`config.mk`:
```
export PLATFORM = sky130hd
export DESIGN_NAME = if_id_pipe_stage
export DESIGN_NICKNAME = d
export VERILOG_FILES = /design/src/rtl/if_id_pipe_stage_pkg.sv /design/src/rtl/if_id_pipe_stage_entry_reg.sv /design/src/rtl/if_id_pipe_stage.sv
export SDC_FILE = /design/constraint.sdc
export NUM_CORES = 1
export LEC_CHECK = 0
export BUFFER_PORTS_ARGS = -buffer_cell sky130_fd_sc_hd__buf_2
export CORE_MARGIN = 2
export CORE_UTILIZATION = 48
export DETAILED_ROUTE_END_ITERATION = 8
export GPL_TIMING_DRIVEN = 0
export PLACE_DENSITY = 0.92
export SLEW_MARGIN = 40
export SYNTH_ARGS = -nofsm -noshare
export SYNTH_HDL_FRONTEND = slang
export SYNTH_SLANG_ARGS = --single-unit
```
`constraint.sdc`:
```
create_clock -name clock -period 3.4 [get_ports clock]
set_input_delay 0.17 -clock clock [delete_from_list [all_inputs] [get_ports clock]]
set_output_delay 0.17 -clock clock [all_outputs]
set_load 0.03 [all_outputs]
```
`src/rtl/if_id_pipe_stage_pkg.sv`:
```
// rtl/if_id_pipe_stage_pkg.sv - shared encodings for the IF/ID pipeline stage
package if_id_pipe_stage_pkg;

    typedef enum logic [1:0] {
        ST_EMPTY = 2'd0,
        ST_ONE   = 2'd1,
        ST_FULL  = 2'd2
    } occ_state_e;

    localparam logic [31:0] NOP_DEFAULT = 32'h0000_0013;

    typedef enum logic [1:0] {
        NPC_PLUS4  = 2'd0,
        NPC_BRANCH = 2'd1,
        NPC_JAL    = 2'd2,
        NPC_JALR   = 2'd3
    } next_pc_sel_e;

endpackage

```
`src/rtl/if_id_pipe_stage_entry_reg.sv`:
```
// rtl/if_id_pipe_stage_entry_reg.sv - one valid+payload holding register
module if_id_entry_reg
    import if_id_pipe_stage_pkg::*;
#(
    parameter int WIDTH = 52
) (
    input  logic             clock,
    input  logic             reset,
    input  logic             load,
    input  logic             clr,
    input  logic [WIDTH-1:0] data_in,
    output logic             valid_out,
    output logic [WIDTH-1:0] data_out
);

    logic             valid_d, valid_q;
    logic [WIDTH-1:0] data_d, data_q;

    // Clearing drops only the valid bit; the payload is kept so the PC stays visible.
    always_comb begin
        valid_d = valid_q;
        data_d  = data_q;
        if (clr) begin
            valid_d = 1'b0;
        end else if (load) begin
            valid_d = 1'b1;
            data_d  = data_in;
        end
    end

    always_ff @(posedge clock or negedge reset) begin
        if (!reset) begin
            valid_q <= 1'b0;
            data_q  <= '0;
        end else begin
            valid_q <= valid_d;
            data_q  <= data_d;
        end
    end

    assign valid_out = valid_q;
    assign data_out  = data_q;

endmodule

```
`src/rtl/if_id_pipe_stage.sv`:
```
// rtl/if_id_pipe_stage.sv - IF/ID handshake register; IF_ID_SKID_EN selects a 2-entry skid buffer
module if_id_pipe_stage
    import if_id_pipe_stage_pkg::*;
#(
    parameter int                    CORE         = 0,
    parameter int                    DATA_WIDTH   = 32,
    parameter int                    ADDRESS_BITS = 20,
    parameter logic [DATA_WIDTH-1:0] NOP_INSTR    = DATA_WIDTH'(NOP_DEFAULT)
) (
    input  logic                    clock,
    input  logic                    reset,
    input  logic                    if_valid,
    output logic                    if_ready,
    input  logic [DATA_WIDTH-1:0]   if_instruction,
    input  logic [ADDRESS_BITS-1:0] if_inst_PC,
    output logic                    id_valid,
    input  logic                    id_ready,
    output logic [DATA_WIDTH-1:0]   id_instruction,
    output logic [ADDRESS_BITS-1:0] id_inst_PC,
    input  logic                    id_flush,
    input  logic                    id_branch,
    input  logic [ADDRESS_BITS-1:0] id_branch_target,
    input  logic [ADDRESS_BITS-1:0] id_JAL_target,
    input  logic [ADDRESS_BITS-1:0] id_JALR_target,
    input  logic [1:0]              id_next_PC_select,
    output logic                    if_branch,
    output logic [ADDRESS_BITS-1:0] if_branch_target,
    output logic [ADDRESS_BITS-1:0] if_JAL_target,
    output logic [ADDRESS_BITS-1:0] if_JALR_target,
    output logic [1:0]              if_next_PC_select,
    output logic [15:0]             stall_cycles
);

    localparam int PW = DATA_WIDTH + ADDRESS_BITS;
    localparam int RW = 1 + 3 * ADDRESS_BITS + 2;

    if (CORE < 0) begin : g_core_check
        $error("CORE index must be non-negative");
    end

    logic          alive_q, alive_d;
    logic          head_valid, head_load, head_clr;
    logic [PW-1:0] head_data, head_in, incoming;
    logic          accept, drain;
    logic [15:0]   stall_d, stall_q;
    logic [RW-1:0] redir_d, redir_q;

    assign incoming = {if_instruction, if_inst_PC};
    assign accept   = if_valid && if_ready;
    assign drain    = head_valid && id_ready;

    if_id_entry_reg #(.WIDTH(PW)) u_head (
        .clock     (clock),
        .reset     (reset),
        .load      (head_load),
        .clr       (head_clr),
        .data_in   (head_in),
        .valid_out (head_valid),
        .data_out  (head_data)
    );

`ifdef IF_ID_SKID_EN
    occ_state_e    state_d, state_q;
    logic          ready_d, ready_q;
    logic          skid_valid, skid_load, skid_clr;
    logic [PW-1:0] skid_data;

    if_id_entry_reg #(.WIDTH(PW)) u_skid (
        .clock     (clock),
        .reset     (reset),
        .load      (skid_load),
        .clr       (skid_clr),
        .data_in   (incoming),
        .valid_out (skid_valid),
        .data_out  (skid_data)
    );

    always_comb begin
        state_d   = state_q;
        head_load = 1'b0;
        head_clr  = 1'b0;
        head_in   = incoming;
        skid_load = 1'b0;
        skid_clr  = 1'b0;
        if (id_flush) begin
            state_d  = ST_EMPTY;
            head_clr = 1'b1;
            skid_clr = 1'b1;
        end else begin
            case (state_q)
                ST_EMPTY: if (accept) begin
                    head_load = 1'b1;
                    state_d   = ST_ONE;
                end
                ST_ONE: if (accept && drain) begin
                    head_load = 1'b1;
                end else if (accept) begin
                    skid_load = 1'b1;
                    state_d   = ST_FULL;
                end else if (drain) begin
                    head_clr = 1'b1;
                    state_d  = ST_EMPTY;
                end
                ST_FULL: if (drain && skid_valid) begin
                    head_load = 1'b1;
                    head_in   = skid_data;
                    skid_clr  = 1'b1;
                    state_d   = ST_ONE;
                end
                default: state_d = ST_EMPTY;
            endcase
        end
        ready_d = (state_d != ST_FULL);
    end

    always_ff @(posedge clock or negedge reset) begin
        if (!reset) begin
            state_q <= ST_EMPTY;
            ready_q <= 1'b0;
        end else begin
            state_q <= state_d;
            ready_q <= ready_d;
        end
    end

    // id_ready never reaches if_ready here; only the flush bypass is combinational.
    assign if_ready = alive_q && (ready_q || id_flush);
`else
    always_comb begin
        head_in   = incoming;
        head_load = accept && !id_flush;
        head_clr  = id_flush || (drain && !accept);
    end

    assign if_ready = alive_q && (!head_valid || id_ready || id_flush);
`endif

    always_comb begin
        alive_d = 1'b1;
        stall_d = stall_q;
        if (head_valid && !id_ready && !id_flush && (stall_q != 16'hFFFF)) begin
            stall_d = stall_q + 16'd1;
        end
        redir_d = {id_branch, id_branch_target, id_JAL_target, id_JALR_target, id_next_PC_select};
    end

    always_ff @(posedge clock or negedge reset) begin
        if (!reset) begin
            alive_q <= 1'b0;
            stall_q <= '0;
            redir_q <= '0;
        end else begin
            alive_q <= alive_d;
            stall_q <= stall_d;
            redir_q <= redir_d;
        end
    end

    assign {if_branch, if_branch_target, if_JAL_target, if_JALR_target, if_next_PC_select} = redir_q;

    assign id_valid       = head_valid;
    assign id_instruction = head_valid ? head_data[PW-1:ADDRESS_BITS] : NOP_INSTR;
    assign id_inst_PC     = head_data[ADDRESS_BITS-1:0];
    assign stall_cycles   = stall_q;

endmodule

```
# Yosys cells after proc, flatten, opt, wreduce, memory -nomap -nowiden
# Cells that the tools add are included.
[totals]
register_bits = 133
[classes]
add_sub_neg = 1
eq_ne = 1
mux = 3
bitwise = 1
n_reduce_logical = 17
[ops]
columns = ["operator", "n"]
rows = [
  ["$mux W32", 1],
  ["$add A16 B1 Y16 const B", 1],
  ["$ne A16 B16 Y1 const B", 1],
  ["$logic_and A1 B1 Y1", 8],
  ["$logic_not A1 Y1", 4],
  ["$logic_or A1 B1 Y1", 3],
  ["$mux W1", 2],
  ["$reduce_and A2 Y1", 1],
  ["$reduce_bool A2 Y1", 1],
  ["$not A1 Y1", 1],
]

# Depth between registers and ports, before layout
[depth]
depth_word = 10
mapped_depth = 5
depth_no_buf = 5

# Modules after synthesis
# Synthesis repeated with hierarchy kept, for this count alone.
[hier_totals]
hier_cells = 294
hier_area_um2 = 4906.0
[by_module_without_submodules]
columns = ["mod", "instances", "cells_each", "area_each_um2", "seq_area_each_um2"]
rows = [
  ["if_id_pipe_stage", 1, 180, 2665.1, 2001.9],
  ["if_id_entry_reg", 1, 114, 2240.9, 1326.3],
]

# Least setup slack after synthesis
# No wires, ideal clock.
[synth_path]
path_kind = "reg-to-reg"
from = "register u_head.valid_q (netlist: u_head.valid_out)"
to = "register u_head.data_q[10] (netlist: u_head.data_out[10])"
setup_ps = 125
arrival_ps = 1917
required_ps = 3275
path_slack_ps = 1359
stages_incl_launch_ff = 6
synth_period_minus_slack_ps = 2041
cell_sequence = "dfrtp_1 or3b_4 and2_2 nand3b_4 buf_6 mux2_2"
[synth_between]
elab_chain_len = 10
elab_cells_between_ends = 12
classes_between = "1 x bitwise; 11 x reduce/logical"
[synth_rtl]
columns = ["item", "line_no", "rtl"]
rows = [
  ["start: declaration", "if_id_pipe_stage_entry_reg.sv:16", "logic valid_d, valid_q;"],
  ["start signal: assignment", "if_id_pipe_stage_entry_reg.sv:36", "valid_q <= valid_d;"],
  ["$logic_not A1 Y1 (*)", "if_id_pipe_stage.sv:135", "assign if_ready = alive_q && (!head_valid || id_ready || id_flush);"],
  ["$logic_or A1 B1 Y1 (*) (2 in series)", "if_id_pipe_stage.sv:135", ""],
  ["$logic_and A1 B1 Y1 (*)", "if_id_pipe_stage.sv:135", ""],
  ["via if_ready", "if_id_pipe_stage.sv:13", "output logic if_ready,"],
  ["$logic_and A1 B1 Y1 (*)", "if_id_pipe_stage.sv:49", "assign accept = if_valid && if_ready;"],
  ["$logic_not A1 Y1", "if_id_pipe_stage.sv:132", "head_clr = id_flush || (drain && !accept);"],
  ["$logic_and A1 B1 Y1", "if_id_pipe_stage.sv:132", ""],
  ["$logic_or A1 B1 Y1", "if_id_pipe_stage.sv:132", ""],
  ["$not A1 Y1 (no source line)", "n/a", ""],
  ["$reduce_and A2 Y1 (no source line) (*)", "n/a", ""],
  ["end signal: assignment", "if_id_pipe_stage_entry_reg.sv:37", "data_q <= data_d;"],
  ["end: declaration", "if_id_pipe_stage_entry_reg.sv:17", "logic [WIDTH-1:0] data_d, data_q;"],
]
# The timed path passes the listed nets; every way through them passes the cells marked *.
# A chain may end at the register's enable or synchronous reset.

# Worst setup path after layout
[layout_path]
from = "register u_head.valid_q (netlist: u_head.valid_out)"
to = "output if_ready"
[layout_between]
elab_chain_len = 4
[layout_rtl]
columns = ["item", "line_no"]
rows = [
  ["$logic_not A1 Y1", "if_id_pipe_stage.sv:135"],
  ["$logic_or A1 B1 Y1 (2 in series)", "if_id_pipe_stage.sv:135"],
  ["$logic_and A1 B1 Y1", "if_id_pipe_stage.sv:135"],
  ["end: declaration", "if_id_pipe_stage.sv:13"],
]
# Every way passes these cells.

==> reports/metrics.cfg <==
[status]
outcome=complete, no violations

[critical_path]
arrival_ns=1.97
worst-path-buf-inv=1
r2r.worst_path.cells=5
timing.rr.start=u_head.valid_out
path_cells=or3b_4 -> and2_2 -> buf_2
worst-path-stages=3
crit_slowest_cell=dfrtp_1
reg2reg_to=u_head.data_out[24]
crit_path_start_kind=flip-flop
regToRegSetupSlack_ns=1.26
worstSetupPathType=reg2out
end_kind=primary output
max_stage_delay_ns=0.56
critPathRequiredTime_ns=3.23
path_max_fanout=8
critPathTopFamily=simple AND/OR/NAND/NOR gates

[sta]
hold_viol=0
rsz0062_at_grt=false
post-route-period-util=0.629
setup_viol=0
worst_slew_pin_slew_ns=0.518
drv_slew=0
relSlewSlack=0.652
final.setup.tns_ns=0
clock.fmax_mhz=467
fin_worst_skew_ns=0.00877
post-route-min-period_ns=2.14
fin_ws_ns=1.26

[synthesis]
ys.flop_type=dfrtp_1
synthCells=307
synth_nets=428
seq_area_frac_synth=0.698
yosys.area.top_type=dfrtp_1
muxShareOfSynthArea=0.127
ys_ff_latch=133
ys_warn_count=0
synth_top_area_share=0.698
synthTopCellsByCount=133 x dfrtp_1, 50 x mux2_2, 29 x and2_1
synth-compound-area-share=0.00446
synthAdderAreaFrac=0.00262
synth_xor_area_frac=0.0220
async_reset_ff_frac=1.00
yosysUniqueCellTypes=33
synth-simple-area-share=0.0994
synth.area.top_cells=dfrtp_1 70%, mux2_2 12%, and2_1 3.8%
postSynthAreaPerCell_um2=15.5
synth_edf_count=0
synth_top_family_by_area=multiplexers
post_synth_instance_area_um2=4770
synth_most_common_cell=dfrtp_1

[power_and_ir_drop]
p_seq_frac=0.392
powerDensity_nw_per_um2=595
p_switching_w=0.00134
p_int_w=0.00346
sw_frac_of_total=0.279
pwr-share-clk=0.420
peakVddDrop_mv=0.419
totalPowerFinal_w=0.00480
leakage_nw=4.11
pwr-share-comb=0.189

[routing]
dr.pass1.iters=5
drc_errors=0
drt_iter0_drc=235
vias=4077
antenna_left=0
vias_per_cell=4.83
detail_route.wl_per_cell_um=19.2
drt-total-wl_mm=16.2

[global_routing]
overflow=0
grt_pass1_vias=4638
grt_first_pass_wirelength_mm=25.0
grt_usage=0.309
grt_max_degree=74
antenna_found_initial=1

[finish]
layout.cells.non_filler=844
multiInputGateArea_um2=1220
drive_gt1_frac=0.517
seq_area_um2=3330
nets=818
nFillCells=482
syn2layout_area_growth_pct=69.2
utilization=0.829

[die]
row_count=36
dieArea_um2=10800
core_region_area_um2=9730
start_util=0.490
die_y_um=104
pin_count=253
die_x_um=104

[flow_run]
drv_cap=0

[placement]
port-buffer-count=252
gp_congestion=0.847
dp_hpwl_mm=8.63
dp.cells=693
pre_cts_slack_ns=1.29

[cts]
insertion_delay_ns=0.52
cts_max_level=4
cts.repair.resized=0
cts.clk_slew.worst_paths_ns=0.06
clock_sinks=133
root_buffer=clkbuf_8
cts_tree=done
cts_hold_buf=118
cts_setup_buffers=0
cts_buffers=17
clockBufferDepth=2

[hold_path]
holdPathStages=4
min_to=stall_cycles[2]
min-delay-start=id_flush
holdCritPathClass=in2reg

## cell families (layout without fill, tap and decap cells)
group | after synthesis | in the layout
flops | 133 | 133
simple gates | 74 | 74
mux | 54 | 54
buf+inv | 28 | 431
xor+xnor | 12 | 12
compound gates | 4 | 4
fa+ha+maj | 1 | 1
other cells | 1 | 2
## state kept, by name, summed over array words and instances (netlist names)
register,flops
alive_q,1
redir_q,63
stall_cycles,16
u_head.valid_out,1
u_head.data_out,52
## routing by layer
layer  track usage  vias to the layer above  share of wire
met2         0.561                      209           0.53
met4         0.156                        0          0.040
met5             0                        -              0
li1              -                     1802              -
met3        0.0850                       47          0.059
met1         0.329                     2019           0.37
## worst max-delay path by stage
stage,start,to
4_1_cts,u_head.valid_out,if_ready
3_3_place_gp,reset,redir_q[29]
2_1_floorplan,u_head.valid_out,u_head.data_out[10]
3_5_place_dp,u_head.valid_out,u_head.data_out[22]
6_report,u_head.valid_out,if_ready
5_1_grt,u_head.valid_out,id_instruction[24]
## power groups by stage
| stage | Clock [W] | Combinational [W] | Sequential, W |
|---|---|---|---|
| 6_report | 0.00202 | 0.000905 | 0.00188 |
| 4_1_cts | 0.00202 | 0.000879 | 0.00186 |
| 5_1_grt | 0.00212 | 0.000951 | 0.00189 |
| 3_5_place_dp | 0 | 0.000769 | 0.00188 |
| 2_1_floorplan | 0 | 0.000385 | 0.00197 |
| 3_3_place_gp | 0 | 0.000740 | 0.00187 |
## worst min-delay path: stages
cell and delay (ns):
buf_2 0.10, nor3b_1 0.09, a21oi_1 0.17, a31oi_1 0.05
## metrics by stage
stage / area [um^2] / hold slack [ns]
global route: 8070 / 0.108
detailed placement: 6240 / 0.129
finish: 8070 / 0.109
floorplan: 4770 / -0.126
CTS: 8070 / 0.0659
global placement: 6200 / 0.277
## cell usage in the layout, fill, tap and decap left out, drive strengths merged, types with 4 or more instances in the layout
| cell | count |
|---|---|
| and2 | 30 |
| buf | 278 |
| bufinv | 5 |
| clkbuf | 21 |
| clkinv | 4 |
| dfrtp | 133 |
| dlygate4sd3 | 118 |
| mux2 | 54 |
| nand2 | 7 |
| nand4 | 6 |
| nor2 | 5 |
| nor3 | 6 |
| xor2 | 11 |
## area by class of cell
class	count	share of cell area
sequential	133	0.412
clock buffer	18	0.0530
timing repair buffer	371	0.307
buffer	28	0.0270
clock inverter	14	0.0276
tap	133	0.0206
antenna	1	0.000310
multi-input combinational	146	0.152
Power figures use the tool's default switching activity.
